**config.mk**
```make
export PLATFORM = sky130hd
export DESIGN_NAME = pipe_skid_stage
export DESIGN_NICKNAME = d
export VERILOG_FILES = /design/src/rtl/pipe_pkg.sv /design/src/rtl/pipe_data_reg.sv /design/src/rtl/pipe_skid_stage.sv
export SDC_FILE = /design/constraint.sdc
export NUM_CORES = 1
export LEC_CHECK = 0
export ABC_AREA = 1
export CAP_MARGIN = 40
export CORE_MARGIN = 4
export CORE_UTILIZATION = 55
export CTS_BUF_LIST = sky130_fd_sc_hd__clkbuf_4
export CTS_CLUSTER_SIZE = 30
export DETAILED_ROUTE_END_ITERATION = 16
export PLACE_DENSITY = 0.89
export SLEW_MARGIN = 20
export SYNTH_ARGS = -nofsm -noshare
export SYNTH_HDL_FRONTEND = slang
export SYNTH_SLANG_ARGS = --single-unit
```
**constraint.sdc**
```tcl
create_clock -name clk -period 4 [get_ports clk]
set_clock_uncertainty 0.05 [all_clocks]
set_input_delay 0.8 -clock clk [delete_from_list [all_inputs] [get_ports clk]]
set_output_delay 0.8 -clock clk [all_outputs]
set_load 0.005 [all_outputs]
```
**src/rtl/pipe_pkg.sv**
```systemverilog
// Shared types and constants for the fetch/decode skid-buffer stage.
// Holds the occupancy state encoding and the MIPS no-op word.
package pipe_pkg;

   // EMPTY: nothing held; FULL: main register only; SKID: main and skid registers.
   typedef enum logic [1:0] {
      EMPTY = 2'd0,
      FULL  = 2'd1,
      SKID  = 2'd2
   } skidState_t;

   localparam logic [31:0] MIPS_NOP = 32'h0000_0000;

endpackage

```
**src/rtl/pipe_data_reg.sv**
```systemverilog
// Width-parametrised register with load enable and synchronous reset-to-value.
// The top instantiates it for the main {instr,pc} word and for the skid {instr,pc} word.
module pipe_data_reg #(
   parameter int           W       = 8,
   parameter logic [W-1:0] RST_VAL = '0
) (
   input  logic         clk,
   input  logic         rst,
   input  logic         en,
   input  logic [W-1:0] d,
   output logic [W-1:0] q
);

   always_ff @(posedge clk) begin
      if (rst) begin
         q <= RST_VAL;
      end else if (en) begin
         q <= d;
      end
   end

endmodule

```
**src/rtl/pipe_skid_stage.sv**
```systemverilog
// Two-entry skid-buffered pipeline stage between fetch and decode.
// Flush empties both entries; stall_cnt counts downstream back-pressure cycles.
module pipe_skid_stage
   import pipe_pkg::*;
#(
   parameter int                DATA_W   = 32,
   parameter int                PC_W     = 32,
   parameter logic [DATA_W-1:0] NOP_WORD = DATA_W'(MIPS_NOP),
   parameter int                CNT_W    = 16
) (
   input  logic              clk,
   input  logic              reset,
   input  logic              flush,
   input  logic              in_valid,
   output logic              in_ready,
   input  logic [DATA_W-1:0] in_instr,
   input  logic [PC_W-1:0]   in_pc,
   output logic              out_valid,
   input  logic              out_ready,
   output logic [DATA_W-1:0] out_instr,
   output logic [PC_W-1:0]   out_pc,
   output logic [CNT_W-1:0]  stall_cnt,
   output skidState_t        dbgState
);

   localparam int               REG_W   = DATA_W + PC_W;
   localparam logic [REG_W-1:0] REG_RST = {NOP_WORD, {PC_W{1'b0}}};
   localparam logic [CNT_W-1:0] CNT_MAX = '1;

   skidState_t       state;
   skidState_t       stateNext;
   logic             inTx;
   logic             outTx;
   logic             mainEn;
   logic             skidEn;
   logic             clearRegs;
   logic [REG_W-1:0] inWord;
   logic [REG_W-1:0] mainD;
   logic [REG_W-1:0] mainQ;
   logic [REG_W-1:0] skidQ;

   // Handshake: a word moves across a port on a rising edge where valid and ready are
   // both high; valid never depends on ready, and in_ready depends on state alone.
   assign inTx      = in_valid & in_ready;
   assign outTx     = out_valid & out_ready;
   assign inWord    = {in_instr, in_pc};
   assign clearRegs = reset | flush;

   always_comb begin
      stateNext = state;
      mainEn    = 1'b0;
      skidEn    = 1'b0;
      mainD     = inWord;
      unique case (state)
         EMPTY: begin
            if (inTx) begin
               stateNext = FULL;
               mainEn    = 1'b1;
            end
         end
         FULL: begin
            if (inTx && outTx) begin
               mainEn = 1'b1;
            end else if (inTx) begin
               stateNext = SKID;
               skidEn    = 1'b1;
            end else if (outTx) begin
               stateNext = EMPTY;
            end
         end
         SKID: begin
            if (outTx) begin
               stateNext = FULL;
               mainEn    = 1'b1;
               mainD     = skidQ;
            end
         end
         default: stateNext = EMPTY;
      endcase
      if (flush) begin
         stateNext = EMPTY;
      end
   end

   // Handshake flags are registered from the next state so they never see out_ready combinationally.
   always_ff @(posedge clk) begin
      if (reset) begin
         state     <= EMPTY;
         out_valid <= 1'b0;
         in_ready  <= 1'b1;
      end else begin
         state     <= stateNext;
         out_valid <= (stateNext != EMPTY);
         in_ready  <= (stateNext != SKID);
      end
   end

   always_ff @(posedge clk) begin
      if (reset) begin
         stall_cnt <= '0;
      end else if (out_valid && !out_ready && (stall_cnt != CNT_MAX)) begin
         stall_cnt <= stall_cnt + CNT_W'(1);
      end
   end

   pipe_data_reg #(.W(REG_W), .RST_VAL(REG_RST)) mainReg (
      .clk (clk),
      .rst (clearRegs),
      .en  (mainEn),
      .d   (mainD),
      .q   (mainQ)
   );

   pipe_data_reg #(.W(REG_W), .RST_VAL(REG_RST)) skidReg (
      .clk (clk),
      .rst (clearRegs),
      .en  (skidEn),
      .d   (inWord),
      .q   (skidQ)
   );

   assign out_instr = out_valid ? mainQ[REG_W-1:PC_W] : NOP_WORD;
   assign out_pc    = out_valid ? mainQ[PC_W-1:0]     : '0;
   assign dbgState  = state;

endmodule

```
==> flow_metrics.py <==
metrics = {
    "outcome": {
        "status": "finished clean",
    },
    "logic_synthesis": {
        "synth_warnings": 0,
        "yosys-top-cells-area": "sky130_fd_sc_hd__dfxtp_1 (42%), sky130_fd_sc_hd__nand2_1 (24%), sky130_fd_sc_hd__a21oi_1 (8.7%), sky130_fd_sc_hd__inv_1 (5.2%), sky130_fd_sc_hd__nand3_1 (4.0%)",
        "synth.ff_latch_count": 148,
        "synth-seq-area-share": 0.420,
        "netlist-cell-type-count": 25,
        "yosys.area.top_type": "sky130_fd_sc_hd__dfxtp_1",
        "mappedNetlistNets": 1126,
        "yosysTopAreaCellShare": 0.420,
        "postSynthAreaPerCell_um2": 6.68,
        "synth_cells": 1056,
        "post_synth_instance_area_um2": 7060,
    },
    "critical_path": {
        "family_with_the_most_delay_on_the_worst_path": "buffers and inverters",
        "worst-path-buf-inv": 4,
        "critical_path_required_ns": 3.15,
        "worst_setup_path_start_kind": "flip-flop",
        "highest_net_fanout_along_the_worst_path": 29,
        "setup.worst_path.class": "reg2out",
        "cp_cell_sequence": "buf_16 -> buf_4 -> nand2_1 -> inv_1 -> clkdlybuf4s50_1",
        "worstPathArrival_ns": 2.22,
        "slowest_stage": "sky130_fd_sc_hd__dfxtp_2",
        "timing.critical_path.slowest_cell_delay_ns": 0.73,
        "crit_path_end_kind": "output pin",
    },
    "route": {
        "met1_length_um": 7370,
        "avgViaCountPerCell": 5.02,
        "route.vias.total": 6791,
        "dr.pass1.iters": 5,
        "total_wire_length_after_detailed_routing_um": 17100,
        "met3RoutedLength_um": 983,
        "route.detailed.drc": 0,
        "detailedRoute.firstIterationViolations": 630,
        "wire_per_inst_um": 12.6,
        "drtAntennaViolNets": 0,
        "routed.top_layer": "met4",
        "amount_of_wire_on_met2_after_detailed_routing_um": 8380,
    },
    "placement": {
        "placed_cell_area_um2": 8510,
        "place_inst": 1323,
        "number_of_buffer_cells_added_on_primary_ports": 152,
        "hpwl_um": 11000,
        "finalWeightedCongestion": 0.807,
    },
    "floorplanning": {
        "fp.dieArea_um2": 14700,
        "start_util": 0.561,
        "chipHeight_um": 121,
        "ioPinCount": 153,
        "core.rowCount": 41,
        "core_um2": 12600,
        "floorplan.die.width_um": 121,
    },
    "clock_tree": {
        "tritoncts": "built",
        "ctsRootBufferMaster": "sky130_fd_sc_hd__clkbuf_4",
        "cts-resized-gates": 0,
        "buffers_from_clock_root_to_sink_at_most": 2,
        "clock_tree.htree_level_count": 4,
        "clock-sinks": 148,
        "clock_transition_at_the_register_clock_pins_on_the_worst_setup_and_hold_paths_after_cts_ns": 0.11,
        "cts_inserted_buffers": 17,
        "cts_hold_repair.buffers": 0,
        "cts_setup_buffers": 0,
        "worstSkewPairLatency_ns": 0.52,
    },
    "power": {
        "powerDensity_nw_per_um2": 312,
        "total_leakage_power_nw": 3.76,
        "vdd_drop_max_v": 0.000191,
    },
    "global_routing": {
        "grt_first_pass_wirelength_um": 27500,
        "grt_max_degree": 83,
        "antenna_found_initial": 0,
        "gr-usage-all-layers": 0.228,
        "grt.overflow.total": 0,
        "grt_pass1_vias": 6008,
    },
    "sta": {
        "fin_worst_hold_slack_ns": 0.419,
        "finalWorstPathRequiredPeriod_ns": 3.07,
        "final_hold_viol_count": 0,
        "timing.max_slew.rel_slack": 0.537,
        "finalMaxSlewViolations": 0,
        "setup-tns-final_ns": 0,
        "max_freq_ghz": 0.326,
        "rsz_0062_raised_after_global_routing": "false",
        "worst-slew-pin-transition_ns": 0.694,
        "finalCritPeriodShare": 0.768,
        "setup-violations-final": 0,
    },
    "cells_and_area": {
        "layout-drive-gt1-share": 0.0618,
        "num-nets-final": 1241,
        "instances_no_fill": 1354,
        "layout-area-overhead-vs-synth_pct": 24.9,
        "final_common_cell": "sky130_fd_sc_hd__nand2_1",
        "fillcell_total": 1051,
        "antenna_cells": 0,
        "most_used_cells_in_the_layout_excluding_fill_and_tap_cells": "sky130_fd_sc_hd__nand2_1 (451), sky130_fd_sc_hd__clkdlybuf4s50_1 (152), sky130_fd_sc_hd__dfxtp_1 (147), sky130_fd_sc_hd__a21oi_1 (122), sky130_fd_sc_hd__inv_1 (97)",
        "final_area_um2": 8810,
    },
    "flow_run": {
        "drv.max_cap_violation_count": 0,
    },
    "min_path": {
        "hold_path.class": "reg2reg",
    },
}
## stage by stage
stage | setup slack [ns] | util | total power [mW]
6_report | 0.928 | 0.701 | 2.75
5_1_grt | 0.817 | 0.701 | 2.85
4_1_cts | 0.884 | 0.699 | 2.77
3_5_place_dp | 0.997 | 0.677 | 1.85
3_3_place_gp | 1.04 | 0.673 | 1.84
2_1_floorplan | 2.08 | - | 1.73
## logic make-up (layout without fill, tap and decap cells)
kind of cell               count (synthesis)  in the layout  synth area share
AOI/OAI and AO/OA                        161            161             0.131
xor gates and xnor gates                   6              6           0.00745
buffers and inverters                    169            295             0.118
DFF                                      148            148             0.420
and+or+nand+nor                          571            571             0.322
adders and majority gates                  1              1           0.00177
## per-layer routing
metal | track usage | up-vias
met1 | 0.287 | 3059
li1 | - | 3503
met5 | 0 | -
met4 | 0.0833 | 0
met2 | 0.390 | 201
met3 | 0.0438 | 28
## power by group
group	leakage (nW)	internal [mW]	total [mW]	switching (mW)
Clock	0.144	0.424	0.929	0.505
Combinational	2.42	0.129	0.294	0.165
Sequential	1.20	1.50	1.52	0.0207
Total	3.76	2.06	2.75	0.691
## worst paths after layout
path	startpoint	endpoint	slack, ns	cells past startpoint
min reg2reg	skidReg.q[35]	skidReg.q[35]	0.42	2
min	skidReg.q[35]	skidReg.q[35]	0.42	2
max reg2reg	out_valid	skidReg.q[55]	1.58	8
max	out_valid	out_instr[24]	0.93	5
## synth_stat cells
cell type and n:
sky130_fd_sc_hd__a211oi_1 5, sky130_fd_sc_hd__inv_1 97, sky130_fd_sc_hd__dfxtp_1 148, sky130_fd_sc_hd__nor2_2 5, sky130_fd_sc_hd__nor2_1 43, sky130_fd_sc_hd__nand2_2 5
sky130_fd_sc_hd__buf_2 17, sky130_fd_sc_hd__clkbuf_1 20, sky130_fd_sc_hd__nand4_1 5, sky130_fd_sc_hd__inv_2 2, sky130_fd_sc_hd__a211oi_2 13, sky130_fd_sc_hd__xor2_1 4
sky130_fd_sc_hd__clkbuf_4 1, sky130_fd_sc_hd__a21oi_1 122, sky130_fd_sc_hd__nor2_4 2, sky130_fd_sc_hd__nand3b_1 1, sky130_fd_sc_hd__buf_6 14, sky130_fd_sc_hd__nand3_1 57
sky130_fd_sc_hd__buf_4 17, sky130_fd_sc_hd__xnor2_1 2, sky130_fd_sc_hd__ha_1 1, sky130_fd_sc_hd__nand2_1 453, sky130_fd_sc_hd__o21ai_4 1, sky130_fd_sc_hd__o21ai_1 20
sky130_fd_sc_hd__clkinv_2 1
## sequential cells by signal, indices dropped and copies added, names as in the netlist
register / flops
mainReg.q: 64
skidReg.q: 64
stall_cnt: 16
dbgState: 2
in_ready: 1
out_valid: 1
## area by class of cell
class	count	area, um^2	share of cell area
multi-input cells	739	3280	0.373
clock buffers	18	135	0.0153
inverters	100	377	0.0427
flip-flops and latches	148	2960	0.336
repair buffers	165	1700	0.193
clock inverters	12	140	0.0159
well taps	172	215	0.0244
## worst min-delay path, delay by kind of cell (launching register included)
| kind | cells | cell delay (ns) |
|---|---|---|
| DFF | 1 | 0.32 |
| and+or+nand+nor | 1 | 0.06 |
| AOI/OAI and AO/OA | 1 | 0.05 |
Note: power is estimated with default switching activity, not from simulation.
